[config.mk]
export PLATFORM = sky130hd
export DESIGN_NAME = ni_read_rqst_gen
export DESIGN_NICKNAME = d
export VERILOG_FILES = /design/src/rtl/ni_read_rqst_gen.sv
export SDC_FILE = /design/constraint.sdc
export NUM_CORES = 1
export LEC_CHECK = 0
export CORE_ASPECT_RATIO = 2
export CORE_UTILIZATION = 49
export CTS_BUF_LIST = sky130_fd_sc_hd__clkbuf_8
export DETAILED_ROUTE_END_ITERATION = 8
export GPL_TIMING_DRIVEN = 0
export PLACE_DENSITY = 0.91
export SLEW_MARGIN = 30
export SYNTH_ARGS = -nofsm -noshare
export SYNTH_HDL_FRONTEND = slang
export SYNTH_SLANG_ARGS = --single-unit
export TNS_END_PERCENT = 30
[constraint.sdc]
create_clock -name clk -period 4.6 [get_ports clk]
set_input_delay 1.15 -clock clk [delete_from_list [all_inputs] [get_ports clk]]
set_output_delay 1.15 -clock clk [all_outputs]
set_load 0.02 [all_outputs]
[src/rtl/ni_read_rqst_gen.sv]
// NI remote-read initiator: issues READ flits under a credit limit, forwards READ_RESP data.
// Optional watchdog: define NI_READ_RQST_TIMEOUT_EN.
module ni_read_rqst_gen #(
  parameter int         ROUTER_WIDTH    = 36,
  parameter int         ADDR_WIDTH      = 16,
  parameter int         CNT_WIDTH       = 16,
  parameter int         DST_WIDTH       = 4,
  parameter int         MAX_OUTSTANDING = 8,
  parameter logic [3:0] INFO_READ       = 4'h1,
  parameter logic [3:0] INFO_RESP       = 4'h2,
  parameter int         TIMEOUT_CYCLES  = 1024
) (
  input  logic                    clk,
  input  logic                    rst,
  input  logic                    start,
  input  logic [ADDR_WIDTH-1:0]   base_addr,
  input  logic [CNT_WIDTH-1:0]    rqst_cnt,
  input  logic [DST_WIDTH-1:0]    dst,
  output logic                    out_valid,
  input  logic                    out_rdy,
  output logic [ROUTER_WIDTH-1:0] out_data,
  output logic [DST_WIDTH-1:0]    out_dst,
  input  logic                    in_data_valid,
  input  logic [ROUTER_WIDTH-1:0] in_data,
  output logic                    rd_valid,
  output logic [ADDR_WIDTH-1:0]   rd_addr,
  output logic [15:0]             rd_data,
  output logic                    busy,
  output logic                    done,
  output logic                    err
);

  localparam logic [7:0] MAX_O = 8'(MAX_OUTSTANDING);
  localparam int         PAD_W = ROUTER_WIDTH - 4 - ADDR_WIDTH;

  typedef enum logic [1:0] {
    IDLE, ISSUE, DRAIN, DONE
  } state_t;

  state_t                  state_q, state_d;
  logic [ADDR_WIDTH-1:0]   base_q, base_d;
  logic [CNT_WIDTH-1:0]    cnt_q, cnt_d;
  logic [DST_WIDTH-1:0]    dst_q, dst_d;
  logic [CNT_WIDTH-1:0]    iss_q, iss_d;
  logic [CNT_WIDTH-1:0]    ans_q, ans_d;
  logic [7:0]              outst_q, outst_d;
  logic                    err_q, err_d;
  logic                    oval_q, oval_d;
  logic [ROUTER_WIDTH-1:0] odata_q, odata_d;
  logic [DST_WIDTH-1:0]    odst_q, odst_d;
  logic                    rdv_q, rdv_d;
  logic [ADDR_WIDTH-1:0]   rda_q, rda_d;
  logic [15:0]             rdd_q, rdd_d;

  logic is_resp, resp_hit, resp_bad;
  logic xfer, last_xfer, acc_start;
  logic timeout;

  assign is_resp   = in_data_valid &&
                     in_data[ROUTER_WIDTH-1 -: 4] == INFO_RESP;
  assign resp_hit  = is_resp && outst_q != 8'd0;
  assign resp_bad  = is_resp && outst_q == 8'd0;
  assign xfer      = oval_q && out_rdy;
  assign last_xfer = xfer && (iss_q + CNT_WIDTH'(1) == cnt_q);
  assign acc_start = state_q == IDLE && start;

`ifdef NI_READ_RQST_TIMEOUT_EN
  localparam logic [31:0] TO_LIM = 32'(TIMEOUT_CYCLES - 1);
  logic [31:0] wdog_q, wdog_d;

  assign wdog_d  = (outst_q == 8'd0 || resp_hit) ? '0
                                                 : wdog_q + 32'd1;
  assign timeout = (state_q == ISSUE || state_q == DRAIN) &&
                   outst_q != 8'd0 && !resp_hit && wdog_q >= TO_LIM;

  always_ff @(posedge clk or posedge rst) begin
    if (rst) wdog_q <= '0;
    else     wdog_q <= wdog_d;
  end
`else
  logic unused_to;
  assign unused_to = |32'(TIMEOUT_CYCLES);
  assign timeout   = 1'b0;
`endif

  always_ff @(posedge clk or posedge rst) begin
    if (rst) begin
      state_q <= IDLE;
      base_q  <= '0;
      cnt_q   <= '0;
      dst_q   <= '0;
      iss_q   <= '0;
      ans_q   <= '0;
      outst_q <= '0;
      err_q   <= 1'b0;
      oval_q  <= 1'b0;
      odata_q <= '0;
      odst_q  <= '0;
      rdv_q   <= 1'b0;
      rda_q   <= '0;
      rdd_q   <= '0;
    end else begin
      state_q <= state_d;
      base_q  <= base_d;
      cnt_q   <= cnt_d;
      dst_q   <= dst_d;
      iss_q   <= iss_d;
      ans_q   <= ans_d;
      outst_q <= outst_d;
      err_q   <= err_d;
      oval_q  <= oval_d;
      odata_q <= odata_d;
      odst_q  <= odst_d;
      rdv_q   <= rdv_d;
      rda_q   <= rda_d;
      rdd_q   <= rdd_d;
    end
  end

  always_comb begin
    state_d = state_q;
    unique case (state_q)
      IDLE: begin
        if (start)
          state_d = (rqst_cnt == '0) ? DONE : ISSUE;
      end
      ISSUE: begin
        if (timeout)        state_d = DONE;
        else if (last_xfer) state_d = DRAIN;
      end
      DRAIN: begin
        if (timeout || ans_q == cnt_q)
          state_d = DONE;
      end
      DONE:    state_d = IDLE;
      default: state_d = IDLE;
    endcase
  end

  always_comb begin
    base_d  = base_q;
    cnt_d   = cnt_q;
    dst_d   = dst_q;
    iss_d   = iss_q;
    ans_d   = ans_q;
    outst_d = outst_q;
    err_d   = err_q;
    if (acc_start) begin
      base_d  = base_addr;
      cnt_d   = rqst_cnt;
      dst_d   = dst;
      iss_d   = '0;
      ans_d   = '0;
      outst_d = '0;
      err_d   = 1'b0;
    end
    if (xfer)     iss_d = iss_q + CNT_WIDTH'(1);
    if (resp_hit) ans_d = ans_q + CNT_WIDTH'(1);
    unique case ({xfer, resp_hit})
      2'b10:   outst_d = outst_q + 8'd1;
      2'b01:   outst_d = outst_q - 8'd1;
      default: ;
    endcase
    if (resp_bad) err_d = 1'b1;
    if (timeout) begin
      err_d   = 1'b1;
      outst_d = '0;
    end
    // Next flit is a function of post-update counters, so stalls hold it
    oval_d  = state_d == ISSUE && iss_d < cnt_d && outst_d < MAX_O;
    odata_d = oval_d ? {INFO_READ, base_d + ADDR_WIDTH'(iss_d),
                        {PAD_W{1'b0}}}
                     : odata_q;
    odst_d  = dst_d;
    rdv_d   = resp_hit;
    rda_d   = resp_hit ? in_data[16 +: ADDR_WIDTH] : rda_q;
    rdd_d   = resp_hit ? in_data[15:0] : rdd_q;
  end

  always_comb begin
    out_valid = oval_q;
    out_data  = odata_q;
    out_dst   = odst_q;
    rd_valid  = rdv_q;
    rd_addr   = rda_q;
    rd_data   = rdd_q;
    err       = err_q;
    busy      = state_q != IDLE;
    done      = state_q == DONE;
  end

endmodule

# After elaboration in Yosys (flattened, before gate mapping)
# Cells that the tools add are included.
# Widths: inputs -> output; s select.
dict set report op_classes {
  addsub 5
  magnitude_cmp 2
  n_eq_ne 9
  muxes 15
  reduce_logical 15
}
# cell count
set op_table {}
lappend op_table {{$mux 16} 6}
lappend op_table {{$add 16x1->16 const B} 2}
lappend op_table {{$eq 16x16->1} 2}
lappend op_table {{$add 16x16->16} 1}
lappend op_table {{$logic_not 16->1} 1}
lappend op_table {{$lt 16x16->1} 1}
lappend op_table {{$pmux 8 s2} 1}
lappend op_table {{$add 8x1->8 const B} 1}
lappend op_table {{$logic_and 1x1->1} 8}
lappend op_table {{$logic_not 8->1} 1}
lappend op_table {{$lt 8x4->1 const B} 1}
lappend op_table {{$mux 2} 4}
lappend op_table {{$mux 8} 1}
lappend op_table {{$pmux 2 s4} 1}
lappend op_table {{$reduce_bool 8->1} 1}
lappend op_table {{$sub 8x1->8 const B} 1}
lappend op_table {{$eq 2x1->1 const B} 3}
lappend op_table {{$eq 2x2->1 const B} 3}
lappend op_table {{$reduce_bool 2->1} 3}
lappend op_table {{$eq 4x2->1 const B} 1}
lappend op_table {{$logic_not 2->1} 1}
lappend op_table {{$mux 1} 2}
dict set report word_totals {
  ff_bits 130
  out_inout_bits 77
}

# Logic depth before layout (Yosys ltp)
# Gate-level depths: netlist (run 1).
dict set report depth {
  depth_word 8
  mapped_depth 22
  mapped_depth_nobuf 15
}

# Worst setup path before layout (run 1)
# Ideal clock, no wire load.
dict set report synth_path {
  path_type {input-to-reg}
  startpoint {input port in_data[35]}
  endpoint {register odata_q[16], in the netlist out_data[16]}
  setup_time_ps 125
  t_arrival_ps 5125
  required_time_ps 4475
  setup_slack_ps -650
  cell_stages 21
  path_buffers 6
  cell_sequence {nor2_1 -> and4b_1 -> nand2b_1 -> clkbuf_1 -> inv_2 -> buf_1 -> ha_1 -> buf_2 -> buf_2 -> xor2_1 -> ha_1 -> nand3_1 -> o2bb2ai_1 -> a211oi_1 -> a21bo_1 -> a21o_1 -> or4b_1 -> or4_1 -> buf_6 -> buf_8 -> mux2_4}
}
dict set report synth_via {
  elab_chain_len 7
  elab_cells_between_ends 8
}
# element line
set synth_lines {}
lappend synth_lines {{from (decl)} 24} ;# input logic [ROUTER_WIDTH-1:0] in_data,
lappend synth_lines {{$eq 4x2->1 *} 60} ;# in_data[ROUTER_WIDTH-1 -: 4] == INFO_RESP;
lappend synth_lines {{$logic_and 1x1->1 *} 59} ;# assign is_resp = in_data_valid &&
lappend synth_lines {{$logic_and 1x1->1 *} 61} ;# assign resp_hit = is_resp && outst_q != 8'd0;
lappend synth_lines {{net rdv_d} 51} ;# logic rdv_q, rdv_d;
lappend synth_lines {{$eq 2x1->1 / $eq 2x2->1 (equally long branches)} 159} ;# unique case ({xfer, resp_hit})
lappend synth_lines {{$pmux 8 s2 *} 159}
lappend synth_lines {{net outst_d[6]} 46} ;# logic [7:0] outst_q, outst_d;
lappend synth_lines {{$lt 8x4->1 *} 170} ;# oval_d = state_d == ISSUE && iss_d < cnt_d && outst_d < MAX_O;
lappend synth_lines {{$logic_and 1x1->1 *} 170}
lappend synth_lines {{to (signal assigned)} 112} ;# odata_q <= odata_d;
lappend synth_lines {{to (decl)} 49} ;# logic [ROUTER_WIDTH-1:0] odata_q, odata_d;
# Mark *: on every way through the listed nets, which the timed path passes. The rest lies on a longest branch.
# A chain may end at the register's enable or synchronous reset.

# Worst setup path after layout (run 1)
dict set report layout_path {
  startpoint {input port out_rdy}
  endpoint {register odata_q[18], in the netlist out_data[18]}
}
dict set report layout_via {
  elab_cells_between_ends 14
}
# element line
set layout_rtl {}
lappend layout_rtl {{from (decl)} 20} ;# input logic out_rdy,
lappend layout_rtl {{$logic_and 1x1->1} 63} ;# assign xfer = oval_q && out_rdy;
lappend layout_rtl {{$mux 16} 157} ;# if (xfer) iss_d = iss_q + CNT_WIDTH'(1);
lappend layout_rtl {{net iss_d[10]} 44} ;# logic [CNT_WIDTH-1:0] iss_q, iss_d;
lappend layout_rtl {{$lt 16x16->1} 170}
lappend layout_rtl {{$logic_and 1x1->1 (2 in series)} 170}
# The timed path passes the listed nets, and every way through them passes these cells.

==> qor.log, run 1 <==
qor: yosys.syn-mean-instance-area 8.87 sq um
qor: sta.final.hold.worst_slack 0.475 ns
qor: routing.first_iter_violations 378
qor: yosys.synth_top_cell_area_share 41.9%
qor: yosys.post_synth_inst_count 875
qor: sta.max_slew_margin 51.8%
qor: floorplanning.design.core.area 15400 sq um
qor: final_layout.layout-area-overhead-vs-synth 33.6%
qor: final_layout.layout_nets 1178
qor: routing.detail_route.wl_per_cell 17.4 um
qor: worst_hold_path.timing.hold.worst.class flop to flop
qor: sta.timing.clock.skew 0.0197 ns
qor: placement.place.gp.congestion 0.958
qor: final_layout.mostFrequentLayoutCells 207 x nand2_1, 131 x clkdlybuf4s50_1, 130 x dfrtp_1
qor: yosys.synthFlopType dfrtp_1
qor: sta.total_neg_setup_slack 0 ns
qor: routing.vias 7151
qor: global_routing.grt_pass1_wl 34700 um
qor: sta.timing.fmax 0.220 GHz
qor: status.status complete, no violations
qor: yosys.ys_async_sr_fraction 100%
qor: clock_tree.postCtsHoldBufs 0
qor: floorplanning.initial_core_util 50.5%
qor: yosys.synth_edf_count 0
qor: clock_tree.tritoncts done
qor: floorplanning.die_width 91.0 um
qor: worst_setup_path.path_class input pin to flop
qor: floorplanning.design.portCount 154
qor: final_layout.finish.instance_area 10400 sq um
qor: yosys.post_synthesis_compound_gate_area_fraction 13.3%
qor: routing.drt_first_pass_iters 5
qor: power_and_ir_drop.power_density 549 nW/um^2
qor: yosys.synth-seq-cells 130
qor: yosys.synth.lib_cells_used.distinct 68
qor: sta.max_slew.worst_pin.slew 0.718 ns
qor: yosys.synth_top_family_by_area simple AND/OR/NAND/NOR gates
qor: placement.place_area 9600 sq um
qor: worst_setup_path.crit_arrival 4.89 ns
qor: final_layout.filler_cell_count 1203
qor: yosys.synth_xor_xnor_area_share 6.77%
qor: global_routing.first_global_vias 7250
qor: yosys.synth_seq_area_share 41.9%
qor: worst_setup_path.critPathSlowestCell or4_4
qor: final_layout.final_cell_count_no_fill 1274
qor: yosys.synth_area_leaders dfrtp_1 42%, nand2_1 10%, ha_1 5.8%
qor: final_layout.most_common_cell_after_layout_fill_and_taps_aside nand2_1
qor: sta.setup_viol_count_final 0
qor: power_and_ir_drop.leakagePower 4.99 nW
qor: routing.drc 0
qor: yosys.synth_simple_gate_area_share 21.3%
qor: sta.number_of_slew_limit_violations_in_the_final_report 0
qor: routing.finalWirelength 22200 um
qor: yosys.syn_area 7760 sq um
qor: routing.route.antenna.remaining_nets 0
qor: placement.portBuffers 134
qor: clock_tree.tritoncts.num_buffers 17
qor: sta.period_needed 4.54 ns
qor: placement.placedCellCount 1230
qor: clock_tree.cts_max_level 4
qor: sta.hold_viol_final 0
qor: clock_tree.cts_sinks 130
qor: final_layout.insertedDiodeCount 0
qor: yosys.synth_top_cell_by_area dfrtp_1
qor: global_routing.pin_count_of_the_biggest_net_entering_global_routing 31
qor: placement.hpwlAfterDp 16600 um
qor: clock_tree.buffer_levels_on_the_longest_clock_path 2
qor: floorplanning.rows 64
qor: worst_setup_path.endpoint_kind flop
qor: power_and_ir_drop.ir_worst_vdd 0.423 mV
qor: global_routing.initial_antenna_violation_count 0
qor: final_layout.drive_above_1_share 13.8%
qor: sta.period_share 98.6%
qor: yosys.synth.mux.area_fraction 4.77%
qor: worst_setup_path.timing.critical_path.cells clkdlybuf4s50_1 -> and2_4 -> inv_4 -> clkbuf_8 -> a21oi_1 -> o21ai_2 -> o31ai_4 -> ha_1 -> nand2_1 -> o21ai_1 -> a21o_1 -> a211oi_2 -> nor2_2 -> or4b_1 -> or4_4 -> buf_12 -> mux2_4
qor: floorplanning.fp.dieArea 16400 sq um
qor: routing.detail_route.vias_per_cell 5.61
qor: clock_tree.ctsRootBufferMaster clkbuf_8
qor: yosys.synth_warnings 0
qor: clock_tree.clkTransAtPathRegs 0.08 ns
qor: worst_setup_path.crit_required 4.96 ns
qor: worst_setup_path.cpPeakStageDelay 0.58 ns
qor: run.cap_viol_max_count 0
qor: worst_setup_path.crit_path_max_fanout 10
qor: floorplanning.die_height 180 um
qor: clock_tree.source_to_sink_clock_delay_at_the_later_pin_of_the_worst_skew_pair 0.48 ns
qor: global_routing.track_usage 27.4%
qor: yosys.synth-adder-area-share 6.06%
qor: worst_setup_path.crit_path_start_kind input pin
qor: global_routing.gr-total-overflow 0
-- metal layers --
metal / GRT usage, % / vias up / part of all wire (%)
met4: 21.6 / 0 / 7.2
li1: - / 3332 / -
met5: 0 / - / 0
met2: 50.3 / 339 / 53
met3: 5.75 / 110 / 5.5
met1: 25.7 / 3370 / 35
-- layout make-up --
cell class,count,area (sq um),area share [%]
Inverter,28,124,1.20
Buffer,57,389,3.76
Clock buffer,18,248,2.39
Timing Repair inverter,1,8.76,0.0845
Tap cell,198,248,2.39
Clock inverter,13,161,1.56
Timing Repair Buffer,155,1610,15.5
Multi-Input combinational cell,674,4320,41.7
Sequential cell,130,3250,31.4
-- critical path: cells and delay by family --
family / cells / cell delay (ns)
simple gates: 5 / 1.43
buf+inv: 4 / 0.88
compound gates: 6 / 0.85
fa+ha+maj: 1 / 0.29
mux: 1 / 0.29
-- where the power goes --
group          switching (W)  leakage, nW  internal [W]
registers           0.000292         1.69       0.00154
logic                0.00143         3.10       0.00138
clock network       0.000498        0.197      0.000546
total                0.00222         4.99       0.00346
-- synthesized netlist by cell type (18+ instances only) --
library cell  instances
nand2_1             207
dfrtp_1             130
o21ai_0              66
nor2_1               43
xnor2_1              42
ha_1                 36
clkbuf_1             29
a21oi_1              27
inv_1                27
buf_4                20
nand3_1              20
xor2_1               18
-- worst paths after layout --
kind / start / to / slack (ns) / cells after the start
worst max-delay path: out_rdy / out_data[18]$_DFFE_PP0P_ / 0.06 / 17
worst min-delay path: out_dst[2]$_DFFE_PP0N_ / out_dst[2]$_DFFE_PP0N_ / 0.48 / 2
worst max register to register: iss_q[10]$_DFF_PP0_ / out_data[18]$_DFFE_PP0P_ / 0.17 / 12
worst min register to register: out_dst[2]$_DFFE_PP0N_ / out_dst[2]$_DFFE_PP0N_ / 0.48 / 2
max in group asynchronous: rst / out_data[32]$_DFFE_PP0P_ / 2.68 / 5
min in group asynchronous: rst / rd_addr[3]$_DFFE_PP0P_ / 1.03 / 2
-- per-stage QoR --
step,power (W),utilization [%],worst slack [ns]
3_3_place_gp,0.00437,61.7,-1.67
2_1_floorplan,0.00354,-,-0.229
4_1_cts,0.00564,66.2,0.00477
5_1_grt,0.00602,67.4,-0.00712
6_report,0.00569,67.4,0.0642
3_5_place_dp,0.00447,62.4,-1.75
-- what timing repair did --
item                       4_1_cts  5_1_grt
setup endpoints to repair       18       16
buffers inserted                 9        6
cloned                           2        0
resized for setup               40       36
pin swaps                        8       13
-- cell families (layout without fill, tap and decap cells) --
group | Yosys count | in the layout
other | 1 | 19
buffers and inverters | 89 | 272
multiplexers | 32 | 32
AND/OR/NAND/NOR | 365 | 365
adder cells (fa/ha/maj) | 37 | 37
AO/OA/AOI/OAI | 161 | 161
flip-flops | 130 | 130
XOR/XNOR | 60 | 60
-- registers in the layout (all words and copies together), names as in the netlist --
signal / count
cnt_q: 16
out_dst: 4
state_q: 2
base_q: 16
iss_q: 16
out_data: 17
out_valid: 1
err: 1
outst_q: 8
rd_addr: 16
rd_data: 16
rd_valid: 1
ans_q: 16
Note: power is estimated with default switching activity, not from simulation.
==> run 2: changes to the inputs <==
- CAP_MARGIN: default -> 20
- CORE_UTILIZATION: 49 -> 60
- DONT_BUFFER_PORTS: default -> 1
- RECOVER_POWER: default -> 100
==> qor.log, run 2 (same netlist as run 1, synthesis figures left out) <==
qor: status.status finished with violations
qor: status.failing_checks capacitance limit, slew limit
qor: sta.hold_viol_final 0 [unchanged]
qor: routing.drc 0 [unchanged]
qor: placement.placedCellCount 1047 [-15%]
qor: final_layout.finish.instance_area 8690 sq um [-16%]
qor: power_and_ir_drop.ir_worst_vdd 0.431 mV [+1.8%]
qor: placement.place_area 8170 sq um [-15%]
qor: worst_setup_path.worstPathBufferInverterCount 4 [unchanged]
qor: final_layout.final_cell_count_no_fill 1087 [-15%]
qor: worst_hold_path.worstHoldEndpoint base_q[0]$_DFF_PP0_
qor: worst_setup_path.crit_required 4.94 ns [-0.02 ns]
qor: floorplanning.die_width 82.4 um [-9.4%]
qor: global_routing.track_usage 32.2% [+4.7 points]
qor: worst_setup_path.worstReg2RegEnd out_data[21]$_DFFE_PP0P_
qor: power_and_ir_drop.internal_power 0.00288 W [-17%]
qor: worst_setup_path.critPathSlowestCell or4_4
qor: global_routing.grt_pass1_wl 31500 um [-9.3%]
qor: power_and_ir_drop.netSwitchingFraction 42.5% [+3.4 points]
qor: worst_setup_path.timing.critical_path.cells and2_2 -> inv_2 -> buf_6 -> nor2_1 -> o21ai_1 -> o21ai_2 -> ha_1 -> a21oi_1 -> o21ai_0 -> a21o_1 -> a211oi_2 -> nor2_1 -> or4b_1 -> or4_4 -> buf_6 -> buf_8 -> mux2_4
qor: floorplanning.initial_core_util 61.8% [+11 points]
qor: worst_hold_path.timing.hold.worst.class flop to flop
qor: power_and_ir_drop.power.share.sequential 42.2% [+10 points]
qor: routing.route.antenna.remaining_nets 0 [unchanged]
qor: floorplanning.die_height 163 um [-9.5%]
qor: worst_setup_path.crit_path_max_fanout 10 [unchanged]
qor: worst_setup_path.crit_arrival 4.79 ns [-0.10 ns]
qor: power_and_ir_drop.leakagePower 4.36 nW [-13%]
qor: worst_setup_path.number_of_cells_on_the_worst_reg_to_reg_path 13 [+1]
qor: clock_tree.tritoncts done
qor: placement.place_ws -1.16 ns [+0.583 ns]
qor: routing.detail_route.wl_per_cell 19.1 um [+9.6%]
qor: sta.max_slew_margin -9.15% [-61 points]
qor: sta.timing.clock.skew 0.0177 ns [-0.00207 ns]
qor: clock_tree.buffer_levels_on_the_longest_clock_path 2 [unchanged]
qor: power_and_ir_drop.clock_power_share 19.3% [+0.9 points]
qor: global_routing.pin_count_of_the_biggest_net_entering_global_routing 31 [unchanged]
qor: placement.portBuffers 0 [-100%]
qor: sta.setup_viol_count_final 0 [unchanged]
qor: power_and_ir_drop.power_density 577 nW/um^2 [+5.1%]
qor: sta.period_needed 4.46 ns [-0.0786 ns]
qor: sta.number_of_slew_limit_violations_in_the_final_report 59 [+59]
qor: worst_hold_path.worst_hold_startpoint base_q[0]$_DFF_PP0_
qor: clock_tree.source_to_sink_clock_delay_at_the_later_pin_of_the_worst_skew_pair 0.46 ns [-0.02 ns]
qor: worst_setup_path.critical_path.top_delay_family simple AND/OR/NAND/NOR gates
qor: worst_setup_path.path_class input pin to flop
qor: floorplanning.rows 58 [-9.4%]
qor: global_routing.gr-total-overflow 0 [unchanged]
qor: sta.period_share 96.9% [-1.7 points]
qor: global_routing.first_global_vias 6517 [-10%]
qor: routing.vias 6641 [-7.1%]
qor: routing.finalWirelength 20800 um [-6.5%]
qor: placement.hpwlAfterDp 15300 um [-7.6%]
qor: worst_setup_path.cpPeakStageDelay 0.51 ns [-0.07 ns]
qor: final_layout.multiInputGateArea 4250 sq um [-1.7%]
qor: sta.max_slew.worst_pin.slew 1.64 ns [+0.919 ns]
qor: power_and_ir_drop.power_switching 0.00213 W [-4.3%]
qor: clock_tree.ctsRootBufferMaster clkbuf_8
qor: routing.drt_first_pass_iters 5 [unchanged]
qor: power_and_ir_drop.power.combinational.fraction 38.6% [-11 points]
qor: final_layout.layout-area-overhead-vs-synth 12.0%
qor: routing.detail_route.vias_per_cell 6.11 [+8.8%]
qor: worst_setup_path.endpoint_kind flop
qor: floorplanning.fp.dieArea 13400 sq um [-18%]
qor: worst_setup_path.r2r_slack 0.15 ns [-0.02 ns]
qor: routing.first_iter_violations 307 [-19%]
qor: clock_tree.tritoncts.num_buffers 17 [unchanged]
qor: floorplanning.design.portCount 154 [unchanged]
qor: clock_tree.cts_max_level 4 [unchanged]
qor: worst_setup_path.regToRegStartpoint iss_q[9]$_DFF_PP0_
qor: clock_tree.cts_sinks 130 [unchanged]
qor: sta.final.hold.worst_slack 0.487 ns [+0.0121 ns]
qor: final_layout.seq_area 3250 sq um [unchanged]
qor: worst_setup_path.crit_path_start_kind input pin
qor: worst_hold_path.min_delay_path_depth 2 [unchanged]
qor: final_layout.largest_reg_flops 17 [unchanged]
qor: final_layout.drive_above_1_share 14.0% [+0.13 points]
qor: run.cap_viol_max_count 2 [+2]
qor: sta.timing.fmax 0.224 GHz [+1.8%]
qor: final_layout.insertedDiodeCount 0 [unchanged]
qor: power_and_ir_drop.totalPowerFinal 0.00501 W [-12%]
qor: sta.worst_slack 0.143 ns [+0.0786 ns]
qor: global_routing.initial_antenna_violation_count 0 [unchanged]
qor: final_layout.layout_nets 1038 [-12%]
qor: floorplanning.design.core.area 12600 sq um [-18%]
qor: final_layout.filler_cell_count 965 [-20%]
qor: final_layout.most_common_cell_after_layout_fill_and_taps_aside nand2_1
qor: placement.place.gp.congestion 0.995 [+3.9%]
qor: final_layout.mostFrequentLayoutCells 207 x nand2_1, 130 x dfrtp_1, 59 x o21ai_0
qor: clock_tree.clkTransAtPathRegs 0.08 ns [about the same]
run 2: metrics by stage:
| stage | utilization [%] | setup TNS (ns) |
|---|---|---|
| 5_1_grt | 69.2 | -0.0937 |
| 6_report | 69.2 | 0 |
| 3_3_place_gp | 64.4 | -17.92 |
| 2_1_floorplan | - | -2.31 |
| 4_1_cts | 68.7 | 0 |
| 3_5_place_dp | 65.1 | -18.80 |
run 2: routing by layer:
layer  vias to the layer above  wire length, um  track usage [%]
met2                       318            10700             55.3
met3                       107             1370             9.02
met4                         0             1700             27.6
met1                      3153             7020             29.7
li1                       3063                -                -
met5                         -                0                0
run 2: worst max path at each step:
stage                        from  cells after the start                        to  slack [ns]
2_1_floorplan         in_data[35]                     21  out_data[16]$_DFFE_PP0P_       -0.23
3_3_place_gp                start                     17  out_data[18]$_DFFE_PP0P_       -1.11
3_5_place_dp                start                     17  out_data[23]$_DFFE_PP0P_       -1.16
4_1_cts                   out_rdy                     18  out_data[23]$_DFFE_PP0P_        0.01
5_1_grt        iss_q[9]$_DFF_PP0_                     14  out_data[20]$_DFFE_PP0P_       -0.02
6_report                  out_rdy                     17  out_data[21]$_DFFE_PP0P_        0.14
run 2: cell type report:
| class | count | area share, % |
|---|---|---|
| Timing Repair Buffer | 15 | 1.27 |
| Buffer | 57 | 4.38 |
| Clock buffer | 17 | 2.69 |
| Clock inverter | 15 | 1.70 |
| Inverter | 28 | 1.37 |
| Multi-Input combinational cell | 674 | 48.9 |
| Sequential cell | 130 | 37.5 |
| Tap cell | 150 | 2.16 |
| Timing Repair inverter | 1 | 0.0576 |
run 2: what timing repair did:
action / in CTS / in global routing
gates cloned: 1 / 0
hold endpoints to repair: 0 / 0
gates resized for setup: 24 / 36
pin swaps: 2 / 4
hold buffers: 0 / 0
buffers inserted: 4 / 7
setup endpoints to repair: 18 / 16
run 2: power groups by stage:
stage	Clock [W]	Combinational (W)	Sequential, W
global route	0.00102	0.00213	0.00217
finish	0.000966	0.00193	0.00211
floorplan	0	0.00151	0.00202
global placement	0	0.00180	0.00211
CTS	0.000975	0.00190	0.00211
detailed placement	0	0.00187	0.00213
run 2: worst register-to-register path, cell delays in order (launching register included):
cell and delay [ns]:
dfrtp_1 0.35, clkbuf_1 0.35, nand3_1 0.26, or3_1 0.46, or3_1 0.36, o21ai_1 0.33, ha_1 0.34, o21ai_0 0.12
nor2_1 0.14, or4b_1 0.48, or4_4 0.51, buf_6 0.17, buf_8 0.16, mux2_4 0.30
==> run 3: changes to the inputs <==
- PLACE_DENSITY: 0.91 -> 0.88
- clock period: 4.6 -> 5.4 ns (I/O delays scaled with it)
==> qor.log, run 3 (same netlist as run 1, synthesis figures left out) <==
qor: run.cap_viol_max_count 2 [unchanged]
qor: clock_tree.postCtsHoldBufs 0 [unchanged]
qor: sta.timing.clock.skew 0.0166 ns [-0.00104 ns]
qor: sta.period_share 95.6%
qor: status.failing_checks capacitance limit, slew limit
qor: clock_tree.cts_sinks 130 [unchanged]
qor: clock_tree.buffer_levels_on_the_longest_clock_path 2 [unchanged]
qor: routing.drc 0 [unchanged]
qor: sta.hold_viol_final 0 [unchanged]
qor: clock_tree.clkTransAtPathRegs 0.09 ns [about the same]
qor: worst_hold_path.min_delay_path_depth 2 [unchanged]
qor: final_layout.largest_reg_flops 17 [unchanged]
qor: final_layout.drive_above_1_share 9.31% [-4.7 points]
qor: sta.total_neg_setup_slack 0 ns [unchanged]
qor: worst_setup_path.r2r_slack 0.31 ns [+0.16 ns]
qor: power_and_ir_drop.ir_worst_vdd 0.353 mV [-18%]
qor: final_layout.layout-area-overhead-vs-synth 8.31%
qor: global_routing.first_global_vias 6602 [+1.3%]
qor: final_layout.mostFrequentLayoutCells 207 x nand2_1, 130 x dfrtp_1, 68 x o21ai_0
qor: sta.number_of_slew_limit_violations_in_the_final_report 133 [+130%]
qor: placement.place_ws -0.537 ns [+0.628 ns]
qor: placement.portBuffers 0 [unchanged]
qor: placement.place_area 8050 sq um [-1.5%]
qor: worst_setup_path.regToRegStartpoint state_q[0]$_DFF_PP0_
qor: routing.detail_route.vias_per_cell 6.06 [-0.77%]
qor: placement.hpwlAfterDp 14900 um [-2.7%]
qor: clock_tree.tritoncts.num_buffers 17 [unchanged]
qor: worst_setup_path.worstReg2RegEnd out_data[17]$_DFFE_PP0P_
qor: power_and_ir_drop.totalPowerFinal 0.00423 W [-15%]
qor: clock_tree.tritoncts done
qor: floorplanning.fp.dieArea 13400 sq um [unchanged]
qor: routing.route.antenna.remaining_nets 0 [unchanged]
qor: routing.first_iter_violations 341 [+11%]
qor: sta.worst_slack 0.236 ns [+0.0937 ns]
qor: routing.vias 6511 [-2.0%]
qor: worst_setup_path.path_class input pin to flop
qor: floorplanning.rows 58 [unchanged]
qor: global_routing.track_usage 31.6% [-0.60 points]
qor: global_routing.gr-total-overflow 0 [unchanged]
qor: worst_setup_path.crit_path_start_kind input pin
qor: worst_setup_path.crit_arrival 5.50 ns [+0.71 ns]
qor: final_layout.finish.instance_area 8400 sq um [-3.3%]
qor: global_routing.grt_pass1_wl 31100 um [-1.2%]
qor: placement.place.gp.congestion 1.01 [+1.5%]
qor: floorplanning.initial_core_util 61.8% [unchanged]
qor: sta.max_slew_margin -39.9% [-31 points]
qor: worst_setup_path.crit_required 5.73 ns [+0.79 ns]
qor: worst_setup_path.crit_path_max_fanout 10 [unchanged]
qor: status.status finished with violations
qor: clock_tree.source_to_sink_clock_delay_at_the_later_pin_of_the_worst_skew_pair 0.45 ns [about the same]
qor: routing.finalWirelength 20200 um [-2.7%]
qor: worst_hold_path.worst_hold_startpoint base_q[0]$_DFF_PP0_
qor: worst_hold_path.timing.hold.worst.class flop to flop
qor: routing.detail_route.wl_per_cell 18.8 um [-1.6%]
qor: power_and_ir_drop.power_density 504 nW/um^2 [-13%]
qor: floorplanning.design.core.area 12600 sq um [unchanged]
qor: sta.grt_setup_unrepaired false
qor: final_layout.insertedDiodeCount 0 [unchanged]
qor: power_and_ir_drop.leakagePower 4.28 nW [-1.8%]
qor: global_routing.initial_antenna_violation_count 0 [unchanged]
qor: global_routing.pin_count_of_the_biggest_net_entering_global_routing 86 [+180%]
qor: worst_setup_path.number_of_cells_on_the_worst_reg_to_reg_path 17 [+4]
qor: final_layout.most_common_cell_after_layout_fill_and_taps_aside nand2_1
qor: worst_hold_path.worstHoldEndpoint base_q[0]$_DFF_PP0_
qor: sta.max_slew.worst_pin.slew 2.10 ns [+0.462 ns]
qor: final_layout.layout_nets 1025 [-1.3%]
qor: sta.setup_viol_count_final 0 [unchanged]
qor: worst_setup_path.endpoint_kind flop
qor: sta.period_needed 5.16 ns
qor: floorplanning.design.portCount 154 [unchanged]
qor: routing.drt_first_pass_iters 5 [unchanged]
qor: clock_tree.cts_max_level 4 [unchanged]
qor: floorplanning.die_height 163 um [unchanged]
qor: floorplanning.die_width 82.4 um [unchanged]
qor: sta.timing.fmax 0.194 GHz
qor: clock_tree.ctsRootBufferMaster clkbuf_8
[run 3: changes by cell type in the layout (fill, tap and decap cells not counted), sizes merged]
cell / previous run / this run
buf: 41 / 32
clkinv: 4 / 3
bufinv: 1 / 2
clkbuf: 48 / 47
clkinvlp: 5 / 1
inv: 34 / 35
[run 3: stage by stage]
stage / cells / util (%) / hold slack [ns]
after floorplan: 893 / - / 0.446
after CTS: 1075 / 67.5 / 0.491
final: 1074 / 66.9 / 0.490
after detailed placement: 1044 / 64.1 / 0.465
after global placement: 1043 / 63.8 / 0.458
after global routing: 1074 / 66.9 / 0.517
[run 3: worst max-delay path by stage]
stage	startpoint	end	slack, ns	cells after the start
floorplan	in_data[35]	out_data[16]$_DFFE_PP0P_	0.10	21
global placement	rst	out_data[29]$_DFFE_PP0P_	-0.74	1
detailed placement	in_data[35]	out_data[17]$_DFFE_PP0P_	-0.54	20
CTS	out_rdy	out_data[23]$_DFFE_PP0P_	0.07	17
global route	out_rdy	out_data[23]$_DFFE_PP0P_	0.02	17
finish	out_rdy	out_data[17]$_DFFE_PP0P_	0.24	16
[run 3: report_power, final]
group          internal (W)  switching [W]
clock              0.000453       0.000441
combinational      0.000680       0.000863
sequential          0.00131       0.000488
total               0.00244        0.00179
[run 3: what timing repair did]
action / in CTS / in global routing
setup buffers: 0 / 0
hold endpoints to repair: 0 / 0
setup endpoints to repair: 8 / 16
gates resized for setup: 2 / 14
[run 3: critical path, cell delays in order]
cell and delay, ns:
and2_0 0.23, nor2_1 0.46, clkbuf_2 0.35, o21ai_0 0.15, o21ai_0 0.22, ha_1 0.34
a21oi_1 0.14, o21ai_0 0.10, a21o_1 0.19, a211oi_1 0.26, nor2_1 0.16, or4b_1 0.46
or4_1 0.43, buf_6 0.17, buf_8 0.15, mux2_1 0.31
[run 3: cell type report]
type	instances	area, sq um
inverter	28	111
multi-input combinational	674	4080
timing repair buffer	1	5.00
sequential	130	3250
clock buffer	19	262
clock inverter	13	161
fill	1042	4150
tap	150	188
buffer	59	347
[run 3: layer usage]
layer | wire [um] | track usage [%] | part of all wire (%) | up-vias
met5 | 0 | 0 | 0 | -
met3 | 1130 | 6.22 | 5.6 | 98
met2 | 10500 | 54.8 | 52 | 294
met4 | 1710 | 26.0 | 8.5 | 0
met1 | 6850 | 30.9 | 34 | 3083
li1 | - | - | - | 3036
